## src/rtl/mdu_pkg.sv

```systemverilog
// mdu_pkg: shared definitions for the iterative multiply/divide unit.
//   - mdu_op_e    : 4-bit operation codes driven on the op port
//   - mdu_state_e : control FSM encoding (IDLE, MUL, DIV)
//   - is_mul_op / is_div_op / is_signed_op : op-code classification helpers
// Optional feature macro: MDU_MADD_EN. When defined, MADD/MADDU/MSUB/MSUBU
// classify as multiply-class ops; otherwise they are unknown codes.
package mdu_pkg;

  typedef enum logic [3:0] {
    MDU_MULT  = 4'd0,
    MDU_MULTU = 4'd1,
    MDU_DIV   = 4'd2,
    MDU_DIVU  = 4'd3,
    MDU_MTHI  = 4'd4,
    MDU_MTLO  = 4'd5,
    MDU_MADD  = 4'd6,
    MDU_MADDU = 4'd7,
    MDU_MSUB  = 4'd8,
    MDU_MSUBU = 4'd9
  } mdu_op_e;

  typedef enum logic [1:0] {
    IDLE = 2'd0,
    MUL  = 2'd1,
    DIV  = 2'd2
  } mdu_state_e;

  // Ops that run through the MUL state (MUL_CYCLES latency).
  function automatic logic is_mul_op(input logic [3:0] op);
    case (op)
      MDU_MULT, MDU_MULTU: return 1'b1;
`ifdef MDU_MADD_EN
      MDU_MADD, MDU_MADDU, MDU_MSUB, MDU_MSUBU: return 1'b1;
`endif
      default: return 1'b0;
    endcase
  endfunction

  // Ops that run through the DIV state (WIDTH+1 latency).
  function automatic logic is_div_op(input logic [3:0] op);
    return (op == MDU_DIV) || (op == MDU_DIVU);
  endfunction

  // Ops whose operands are interpreted as two's complement.
  function automatic logic is_signed_op(input logic [3:0] op);
    case (op)
      MDU_MULT, MDU_DIV, MDU_MADD, MDU_MSUB: return 1'b1;
      default: return 1'b0;
    endcase
  endfunction

endpackage

```

## src/rtl/mdu_iter_if.sv

```systemverilog
// mdu_iter_if: request/result bundle between the EX stage and the MDU.
//   start  : single-cycle request         op     : operation code (mdu_pkg)
//   a, b   : rs / rt operands             cancel : pipeline flush abort
//   busy   : operation in flight          hi, lo : HI/LO register values
// master = EX stage / pipeline side, slave = mdu_iter.
interface mdu_iter_if #(
  parameter int WIDTH = 32
);
  logic             start;
  logic [3:0]       op;
  logic [WIDTH-1:0] a;
  logic [WIDTH-1:0] b;
  logic             cancel;
  logic             busy;
  logic [WIDTH-1:0] hi;
  logic [WIDTH-1:0] lo;

  modport master (
    output start, op, a, b, cancel,
    input  busy, hi, lo
  );

  modport slave (
    input  start, op, a, b, cancel,
    output busy, hi, lo
  );
endinterface

```

## src/rtl/mdu_div_core.sv

```systemverilog
// mdu_div_core: unsigned restoring divider, one quotient bit per cycle.
//   clk       : rising-edge clock
//   rst       : asynchronous active-low reset
//   load      : capture dividend/divisor magnitudes and clear the remainder
//   step      : perform one restoring iteration
//   dividend  : unsigned dividend magnitude
//   divisor   : unsigned divisor magnitude
//   quotient  : valid after WIDTH steps following a load
//   remainder : valid after WIDTH steps following a load
// Signs, divide-by-zero and overflow are resolved by the caller.
module mdu_div_core #(
  parameter int WIDTH = 32
) (
  input  logic             clk,
  input  logic             rst,
  input  logic             load,
  input  logic             step,
  input  logic [WIDTH-1:0] dividend,
  input  logic [WIDTH-1:0] divisor,
  output logic [WIDTH-1:0] quotient,
  output logic [WIDTH-1:0] remainder
);

  logic [WIDTH-1:0] rem_reg;
  logic [WIDTH-1:0] quo_reg;   // dividend bits shift out the top, quotient bits in the bottom
  logic [WIDTH-1:0] dvsr_reg;
  logic [WIDTH:0]   shifted;
  logic [WIDTH:0]   diff;

  // One extra bit so the trial subtraction's borrow lands in diff[WIDTH].
  always_comb begin
    shifted = {rem_reg, quo_reg[WIDTH-1]};
    diff    = shifted - {1'b0, dvsr_reg};
  end

  always_ff @(posedge clk or negedge rst) begin
    if (!rst) begin
      rem_reg  <= '0;
      quo_reg  <= '0;
      dvsr_reg <= '0;
    end else if (load) begin
      rem_reg  <= '0;
      quo_reg  <= dividend;
      dvsr_reg <= divisor;
    end else if (step) begin
      if (!diff[WIDTH]) begin
        rem_reg <= diff[WIDTH-1:0];
        quo_reg <= {quo_reg[WIDTH-2:0], 1'b1};
      end else begin
        rem_reg <= shifted[WIDTH-1:0];
        quo_reg <= {quo_reg[WIDTH-2:0], 1'b0};
      end
    end
  end

  assign quotient  = quo_reg;
  assign remainder = rem_reg;

endmodule

```

## src/rtl/mdu_iter.sv

```systemverilog
// mdu_iter: multi-cycle multiply/divide unit owning the HI/LO register pair.
//   clk : rising-edge clock
//   rst : asynchronous active-low reset
//   bus : mdu_iter_if.slave (start/op/a/b/cancel in, busy/hi/lo out)
// Multiply completes MUL_CYCLES edges after accept; divide completes WIDTH+1
// edges after accept (WIDTH quotient bits plus a sign-fix edge). MTHI/MTLO
// write in the accept edge. cancel aborts an in-flight op without touching
// HI/LO and also suppresses a simultaneous start.
// Optional feature macro: MDU_MADD_EN (adds MADD/MADDU/MSUB/MSUBU).
module mdu_iter
  import mdu_pkg::*;
#(
  parameter int WIDTH      = 32,
  parameter int MUL_CYCLES = 5
) (
  input  logic      clk,
  input  logic      rst,
  mdu_iter_if.slave bus
);

  localparam int CNT_MAX = ((MUL_CYCLES - 1) > WIDTH) ? (MUL_CYCLES - 1) : WIDTH;
  localparam int CNT_W   = $clog2(CNT_MAX + 1);
  localparam logic [WIDTH-1:0] MIN_VAL = {1'b1, {(WIDTH-1){1'b0}}};

  mdu_state_e       state_reg, state_next;
  logic [CNT_W-1:0] cnt_reg;
  logic [WIDTH-1:0] a_reg, b_reg;
  logic [3:0]       op_reg;
  logic [WIDTH-1:0] hi_reg, lo_reg;

  logic start_mul, start_div, start_mthi, start_mtlo, done;

  // ---------------------------------------------------------------- FSM
  always_ff @(posedge clk or negedge rst) begin
    if (!rst) state_reg <= IDLE;
    else      state_reg <= state_next;
  end

  always_comb begin
    state_next = state_reg;
    start_mul  = 1'b0;
    start_div  = 1'b0;
    start_mthi = 1'b0;
    start_mtlo = 1'b0;
    done       = 1'b0;
    case (state_reg)
      IDLE: begin
        // Starts are only looked at while idle; cancel vetoes them.
        if (bus.start && !bus.cancel) begin
          if (is_mul_op(bus.op)) begin
            start_mul  = 1'b1;
            state_next = MUL;
          end else if (is_div_op(bus.op)) begin
            start_div  = 1'b1;
            state_next = DIV;
          end else if (bus.op == MDU_MTHI) begin
            start_mthi = 1'b1;
          end else if (bus.op == MDU_MTLO) begin
            start_mtlo = 1'b1;
          end
        end
      end
      MUL, DIV: begin
        // Cancel wins over a completion in the same cycle.
        if (bus.cancel) begin
          state_next = IDLE;
        end else if (cnt_reg == '0) begin
          state_next = IDLE;
          done       = 1'b1;
        end
      end
      default: state_next = IDLE;
    endcase
  end

  // ---------------------------------------------------------------- divider
  logic             in_signed;
  logic [WIDTH-1:0] mag_a, mag_b;
  logic [WIDTH-1:0] core_q, core_r;

  always_comb begin
    in_signed = is_signed_op(bus.op);
    mag_a     = (in_signed && bus.a[WIDTH-1]) ? -bus.a : bus.a;
    mag_b     = (in_signed && bus.b[WIDTH-1]) ? -bus.b : bus.b;
  end

  // Steps on the WIDTH edges while the counter is non-zero; the final DIV
  // edge (counter zero) only consumes the result.
  mdu_div_core #(.WIDTH(WIDTH)) u_div_core (
    .clk       (clk),
    .rst       (rst),
    .load      (start_div),
    .step      ((state_reg == DIV) && (cnt_reg != '0)),
    .dividend  (mag_a),
    .divisor   (mag_b),
    .quotient  (core_q),
    .remainder (core_r)
  );

  // ---------------------------------------------------------------- results
  logic                 op_signed;
  logic [2*WIDTH-1:0]   ext_a, ext_b, product, mul_result;
  logic [WIDTH-1:0]     div_hi, div_lo;

  always_comb begin
    op_signed  = is_signed_op(op_reg);
    ext_a      = op_signed ? {{WIDTH{a_reg[WIDTH-1]}}, a_reg} : {{WIDTH{1'b0}}, a_reg};
    ext_b      = op_signed ? {{WIDTH{b_reg[WIDTH-1]}}, b_reg} : {{WIDTH{1'b0}}, b_reg};
    product    = ext_a * ext_b;
    mul_result = product;
`ifdef MDU_MADD_EN
    // HI/LO are frozen while busy, so the live pair equals the accept-time pair.
    case (op_reg)
      MDU_MADD, MDU_MADDU: mul_result = {hi_reg, lo_reg} + product;
      MDU_MSUB, MDU_MSUBU: mul_result = {hi_reg, lo_reg} - product;
      default:             mul_result = product;
    endcase
`endif

    // Truncating division: quotient negative when signs differ, remainder
    // follows the dividend.
    div_lo = (op_signed && (a_reg[WIDTH-1] ^ b_reg[WIDTH-1])) ? -core_q : core_q;
    div_hi = (op_signed && a_reg[WIDTH-1]) ? -core_r : core_r;
    if (b_reg == '0) begin
      div_lo = '1;
      div_hi = a_reg;
    end else if (op_signed && (a_reg == MIN_VAL) && (b_reg == '1)) begin
      div_lo = MIN_VAL;
      div_hi = '0;
    end
  end

  // ---------------------------------------------------------------- datapath
  always_ff @(posedge clk or negedge rst) begin
    if (!rst) begin
      cnt_reg <= '0;
      a_reg   <= '0;
      b_reg   <= '0;
      op_reg  <= '0;
      hi_reg  <= '0;
      lo_reg  <= '0;
    end else begin
      if (start_mul || start_div) begin
        a_reg   <= bus.a;
        b_reg   <= bus.b;
        op_reg  <= bus.op;
        cnt_reg <= start_mul ? CNT_W'(MUL_CYCLES - 1) : CNT_W'(WIDTH);
      end else if (state_reg != IDLE) begin
        cnt_reg <= (bus.cancel || (cnt_reg == '0)) ? '0 : cnt_reg - CNT_W'(1);
      end

      if (start_mthi) hi_reg <= bus.a;
      if (start_mtlo) lo_reg <= bus.a;

      if (done) begin
        if (state_reg == MUL) begin
          hi_reg <= mul_result[2*WIDTH-1:WIDTH];
          lo_reg <= mul_result[WIDTH-1:0];
        end else begin
          hi_reg <= div_hi;
          lo_reg <= div_lo;
        end
      end
    end
  end

  assign bus.busy = (state_reg != IDLE);
  assign bus.hi   = hi_reg;
  assign bus.lo   = lo_reg;

endmodule

```

## src/flat_wrapper.sv

```systemverilog
// flat-port wrapper written by rule: the top's interface ports become plain ports
module mdu_iter_flat import mdu_pkg::*;
#(
  parameter int WIDTH      = 32,
  parameter int MUL_CYCLES = 5
)
  (clk, rst, bus_start, bus_op, bus_a, bus_b, bus_cancel, bus_busy, bus_hi, bus_lo);
  mdu_iter_if #(.WIDTH(WIDTH)) bus_i ();
  input  logic clk;
  input  logic rst;
  input wire logic [$bits(bus_i.start)-1:0] bus_start;
  input wire logic [$bits(bus_i.op)-1:0] bus_op;
  input wire logic [$bits(bus_i.a)-1:0] bus_a;
  input wire logic [$bits(bus_i.b)-1:0] bus_b;
  input wire logic [$bits(bus_i.cancel)-1:0] bus_cancel;
  output wire logic [$bits(bus_i.busy)-1:0] bus_busy;
  output wire logic [$bits(bus_i.hi)-1:0] bus_hi;
  output wire logic [$bits(bus_i.lo)-1:0] bus_lo;
  assign bus_i.start = bus_start;
  assign bus_i.op = bus_op;
  assign bus_i.a = bus_a;
  assign bus_i.b = bus_b;
  assign bus_i.cancel = bus_cancel;
  assign bus_busy = bus_i.busy;
  assign bus_hi = bus_i.hi;
  assign bus_lo = bus_i.lo;
  mdu_iter #(.WIDTH(WIDTH), .MUL_CYCLES(MUL_CYCLES)) u_core (.clk(clk), .rst(rst), .bus(bus_i));
endmodule
```

## config.mk

```make
export PLATFORM = sky130hd
export DESIGN_NAME = mdu_iter_flat
export DESIGN_NICKNAME = d
export VERILOG_FILES = /design/src/rtl/mdu_pkg.sv /design/src/rtl/mdu_iter_if.sv /design/src/rtl/mdu_div_core.sv /design/src/rtl/mdu_iter.sv /design/src/flat_wrapper.sv
export SDC_FILE = /design/constraint.sdc
export NUM_CORES = 2
export LEC_CHECK = 0
export ABC_CLOCK_PERIOD_IN_PS = 10950
export CAP_MARGIN = 40
export CORE_MARGIN = 3
export CORE_UTILIZATION = 40
export CTS_BUF_LIST = sky130_fd_sc_hd__clkbuf_4
export DETAILED_ROUTE_END_ITERATION = 8
export GPL_ROUTABILITY_DRIVEN = 0
export SLEW_MARGIN = 5
export SYNTH_ARGS = -nofsm -noshare
export SYNTH_HDL_FRONTEND = slang
export SYNTH_HIERARCHICAL = 1
export SYNTH_SLANG_ARGS = --single-unit
```

## constraint.sdc

```tcl
create_clock -name clk -period 10.95 [get_ports clk]
set_input_delay 2.19 -clock clk [delete_from_list [all_inputs] [get_ports clk]]
set_output_delay 2.19 -clock clk [all_outputs]
set_load 0.01 [all_outputs]
```

==> After elaboration in Yosys (flattened, before gate mapping) <==
Cells that the tools add are included.
{ "classes": {"add_sub_neg": 6, "multipliers": 1, "div_mod_pow": 0, "magnitude_cmp": 0, "n_eq_ne": 17, "shift": 0, "muxes": 58, "n_bitwise": 1, "n_reduce_logical": 28} }
{ "ops": {"columns": ["operator", "count"], "rows": [
  ["32-bit 2-to-1 mux", 19],
  ["64-bit 2-to-1 mux", 2],
  ["32-bit negator", 4],
  ["32-bit equality test (second input constant)", 2],
  ["64-bit by 64-bit multiplier with 64-bit output", 1],
  ["33-bit by 32-bit subtractor with 33-bit output", 1],
  ["32-bit zero test", 1],
  ["1-bit 2-to-1 mux", 27],
  ["6-bit 2-to-1 mux", 4],
  ["4-bit by 3-bit equality test with 1-bit output (second input constant)", 4],
  ["4-bit by 2-bit equality test with 1-bit output (second input constant)", 3],
  ["2-bit 2-to-1 mux", 5],
  ["2-bit nonzero test", 5],
  ["4-bit equality test (second input constant)", 2],
  ["1-bit logical AND", 8],
  ["4-bit zero test", 2],
  ["4-bit OR reduction", 2],
  ["6-bit zero test", 1],
  ["6-bit nonzero test", 1],
  ["6-bit by 1-bit subtractor with 6-bit output (second input constant)", 1],
  ["4-bit by 1-bit equality test with 1-bit output (second input constant)", 1],
  ["2-bit case mux with 2 select lines", 1],
  ["2-bit OR reduction", 2],
  ["1-bit logical OR", 3],
  ["9 further kinds", 9]
]} }
{ "word_totals": {"regBits": 236, "latchBits": 0, "ramBits": 0, "romBits": 0, "input_bits": 72, "output_inout_bits": 65, "elab_cells": 121, "n_memories": 0} }

==> Depth between registers and ports, before layout <==
{ "depth": {"depth_word": 10, "depth_mapped": 37, "depth_no_buf": 34} }

==> Hierarchy <==
Netlist, hierarchy kept.
{ "by_module_without_submodules": {"columns": ["module", "n_inst", "cells_each", "area_each_um2"], "rows": [
  ["mdu_iter", 1, 6515, 57838.0],
  ["mdu_div_core", 1, 710, 6108.4]
]} }

==> Worst setup path after synthesis <==
Ideal clock, no wire load.
{ "synth_timing": {"path_kind": "reg-to-reg", "start": "reg u_core.op_reg[1]", "end": "reg u_core.hi_reg[29], in the netlist u_core/bus.hi[29]", "t_arrival_ns": 9.886, "t_required_ns": 10.828, "slack_ns": 0.942, "path_stages_with_launch": 33, "synth_period_minus_slack_ns": 10.008, "path_cell_list": "dfrtp_1 > mux2i_1 > and3_1 > clkbuf_1 > clkbuf_1 > clkbuf_1 > clkbuf_1 > nand2_1 > fa_1 > inv_1 > fa_1 > fa_1 > inv_1 > fa_1 > inv_1 > fa_1 > fa_1 > fa_1 > fa_1 > fa_1 > inv_1 > fa_1 > inv_1 > ha_1 > a21o_1 > a21o_1 > a21o_1 > a21oi_1 > o21bai_1 > or3b_2 > o221ai_1 > mux2i_1 > nand2_1"} }
{ "synth_between": {"elab_chain_cells": 9, "elab_cells_between_ends": 17, "classes_between": "mul: 1; eq/ne: 3; mux: 8; reduce/logical: 5"} }
{ "synth_lines": {"columns": ["element", "line", "source"], "rows": [
  ["start: declaration", "mdu_iter.sv:28", "logic [3:0] op_reg;"],
  ["start signal: assignment", "mdu_iter.sv:146", "op_reg <= bus.op;"],
  ["4-bit by 2-bit equality test with 1-bit output, or another cell as far along", "mdu_pkg.sv:46", "case (op)"],
  ["4-bit OR reduction (*)", "mdu_pkg.sv:46", null],
  ["1-bit 2-to-1 mux (*)", "mdu_pkg.sv:46", null],
  ["branches (longest 4 deep; another with 64-bit by 64-bit multiplier with 64-bit output)", null, null],
  ["32-bit 2-to-1 mux (*)", "mdu_iter.sv:156", "if (state_reg == MUL) begin"],
  ["32-bit 2-to-1 mux (*)", "mdu_iter.sv:155", "if (done) begin"],
  ["end signal: assignment", "mdu_iter.sv:152", "if (start_mthi) hi_reg <= bus.a;"],
  ["end signal: assignment", "mdu_iter.sv:157", "hi_reg <= mul_result[2*WIDTH-1:WIDTH];"],
  ["end signal: assignment", "mdu_iter.sv:160", "hi_reg <= div_hi;"],
  ["end: declaration", "mdu_iter.sv:29", "logic [WIDTH-1:0] hi_reg, lo_reg;"]
]} }
Mark *: on every way between the ends.
A chain may end at the register's enable or synchronous reset.

==> Worst setup path in the final report <==
{ "layout_timing": {"start": "reg u_core.a_reg[25]", "end": "reg u_core.hi_reg[26], in the netlist u_core/bus.hi[26]"} }
{ "layout_between": {"elab_chain_cells": 7, "elab_cells_between_ends": 9, "classes_between": "mul: 1; eq/ne: 1; mux: 5; reduce/logical: 2"} }
{ "layout_lines": {"columns": ["element", "line", "source"], "rows": [
  ["start: declaration", "mdu_iter.sv:27", "logic [WIDTH-1:0] a_reg, b_reg;"],
  ["start signal: assignment", "mdu_iter.sv:144", "a_reg <= bus.a;"],
  ["branches (longest 5 deep; another with 64-bit by 64-bit multiplier with 64-bit output)", null, null],
  ["32-bit 2-to-1 mux (*)", "mdu_iter.sv:156", null],
  ["32-bit 2-to-1 mux (*)", "mdu_iter.sv:155", null]
]} }
Marked as above.

==> metrics.cfg <==
[status]
run_status=complete, no violations

[placement]
place.detailed.hpwl_um=175000
buffer_ports.inserted=136
post_place_cells=9200

[floorplan]
design.die.area_um2=165000
pin_count=137
die_w_um=406
floorplan.initialDensity_pct=40.3
height_of_the_die_um=406
core_area_um2=159000
rows=146

[cts]
numCtsBuffers=71
cts-root-buf=clkbuf_4
post_cts.resized_instances=0
worst_skew_pair.late_latency_ns=0.82
cts_hold_buffers=0
clock_path_buffers=3
clock_sinks=236
clk_pin_slew_worst_paths_ns=0.07
tritoncts=done
cts_htree_levels=3
post_cts_buffers=0

[finish]
final.fill_count=15500
post_route_cells_drive_above_1_share_pct=4.83
layout.cells.non_filler=9327
sequential_cell_area_um2=5920
nNetsFinal=9045
flow.area_growth_from_synthesis_pct=7.90
area_of_the_multi_input_gates_um2=50300
fin_util_pct=43.5

[timing]
timing_worst_slew_pin_value_ns=1.03
final.setup_skew_ns=0.0639
maxSlewHeadroom_pct=31.1
final.min_clock_period_ns=9.80
final_hold_viol_count=0
grt_setup_unrepaired=false
ratio_of_final_minimum_period_to_clock_period_pct=89.5
final-setup-viol-count=0
final_max_slew_viol_count=0
setup_total_negative_slack_ns=0
fmax_mhz=102

[grt]
globalRouteTotalUtil_pct=26.1
first_global_vias=52700
grt_antenna_before_repair=6
grt_start_max_net_pins=117
grt_pass1_wl_um=326000
grt_overflow=0

[synth]
synth.avg_cell_area_um2=8.85
synth.ff_latch_count=236
share_of_the_synthesized_area_in_the_top_cell_type_pct=44.5
number_of_flops_mapped_to_enable_cells_by_yosys=0
yosys_most_used_dff=dfrtp_1
yosysWarningCount=6
netlist.top_cell.by_area=fa_1
ys_types=93
synth.top_cells.by_area=fa_1 44%, inv_1 9.7%, dfrtp_1 9.2%, ha_1 6.8%, nand2_1 6.8%
synth_cells=7225
synth.yosys.seq_area_share_pct=9.24
synthArstFlopShare_pct=100
synth_nets=9067
post_synth_instance_area_um2=63900

[worst_setup_path]
worst-endpoint-arrival_ns=10.50
startpoint_type=flop
setup.worst_path.end_class=flop
slowest_delay_ns=0.90
path_class=flop to flop
timing.critical_path.mode_cell=fa_1
crit_family=adder cells
critPathMaxFanout=23
crit_required_ns=11.65
worst-r2r-setup-slack_ns=1.15
critPathBufInv=8
critical_path.slowest_cell=dfrtp_1

[job]
drv.max_cap_violation_count=0

[drt]
detailedRoute.firstPassIterationCount=9
route.detailed.drc=0
initialDrtViolationCount=4256
drtAntennaViolNets=0
route.final.wire_length_um=211000
routed_via_density=5.39
detailroute.via_count=50300
drt_wl_cell_um=22.6

[worst_hold_path]
hold_class=flop to flop

-- logic make-up after synthesis --
kind of cell,count (synthesis),share of synthesized area (%)
mux,84,1.32
buf+inv,2061,12.2
compound gates,770,7.65
flops,236,9.24
simple gates,2060,15.0
xor+xnor,242,3.31
fa+ha+maj,1772,51.3
-- layout make-up --
| cell class | count | share of cell area, % |
|---|---|---|
| inverters | 1650 | 8.98 |
| clock inverters | 25 | 0.180 |
| flip-flops and latches | 236 | 8.58 |
| multi-input cells | 4928 | 72.9 |
| clock buffers | 96 | 1.04 |
| repair buffers | 316 | 4.54 |
| diodes | 4 | 0.0145 |
| well taps | 2072 | 3.76 |
-- synthesized netlist by cell type, types with 7 or more instances --
library cell	number
inv_1	1649
fa_1	1420
nand2_1	1159
and2_1	366
ha_1	350
clkbuf_1	335
dfrtp_1	236
o21ai_0	233
a21oi_1	216
nor2_1	186
xnor2_1	165
mux2i_1	80
xor2_1	77
nor3_1	66
nand3_1	59
buf_1	44
nand4_1	35
a21o_1	34
a311oi_1	32
and3_1	31
nor4_1	30
a31oi_1	27
buf_2	26
a211oi_1	22
nand2b_1	21
a221oi_1	20
o31ai_1	19
o211ai_1	18
o21a_1	18
o21bai_1	18
or4_1	16
or3_1	15
nand4b_1	13
o311ai_0	11
o41ai_1	11
nor2b_1	10
o21ai_1	7
-- layer usage --
| metal | track usage (%) | share of wire [%] | vias to the layer above |
|---|---|---|---|
| met4 | 9.28 | 4.3 | 4 |
| met3 | 4.56 | 8.6 | 433 |
| met1 | 35.3 | 40 | 25900 |
| met5 | 0 | 0.012 | - |
| li1 | - | - | 21700 |
| met2 | 42.3 | 47 | 2200 |
-- cell usage in the layout, fill, tap and decap left out, types with 35 or more instances in the layout --
cell             Yosys  routed
nor3_1              66      66
clkdlybuf4s50_1      0     135
dfrtp_1            236     223
nand3_1             59      58
nand2_1           1159    1159
o21ai_0            233     233
ha_1               350     349
buf_4                3     152
a21oi_1            216     216
xor2_1              77      77
inv_1             1649    1648
nor2_1             186     185
fa_1              1420    1420
mux2i_1             80      80
and2_1             366     366
xnor2_1            165     165
nand4_1             35      35
clkbuf_4             0      96
-- path summary, 6_finish.rpt --
kind / start / to / cells past startpoint
setup / recovery: u_core/a_reg[25]$_DFFE_PN0N_ / u_core/bus.hi[26]$_DFFE_PN0P_ / 29
min in group asynchronous: rst / u_core/u_div_core/remainder[21]$_DFFE_PN0P_ / 1
hold reg to reg: u_core/op_reg[2]$_DFFE_PN0N_ / u_core/op_reg[2]$_DFFE_PN0N_ / 1
hold / removal: u_core/op_reg[2]$_DFFE_PN0N_ / u_core/op_reg[2]$_DFFE_PN0N_ / 1
max in group asynchronous: rst / u_core/a_reg[6]$_DFFE_PN0N_ / 4
setup reg to reg: u_core/a_reg[25]$_DFFE_PN0N_ / u_core/bus.hi[26]$_DFFE_PN0P_ / 29
-- per-stage QoR --
| stage | setup WS (ns) | cell area, um2 | hold slack, ns |
|---|---|---|---|
| after global routing | 0.490 | 69000 | 0.539 |
| after detailed placement | 1.13 | 68100 | 0.496 |
| after global placement | 1.11 | 67600 | 0.478 |
| final | 1.15 | 69000 | 0.514 |
| after floorplan | 0.942 | 63900 | 0.464 |
| after CTS | 1.13 | 68900 | 0.511 |
Power is left out: the tool's default activity adds up to more than one toggle a clock period on the data nets, which glitch-free logic cannot reach.
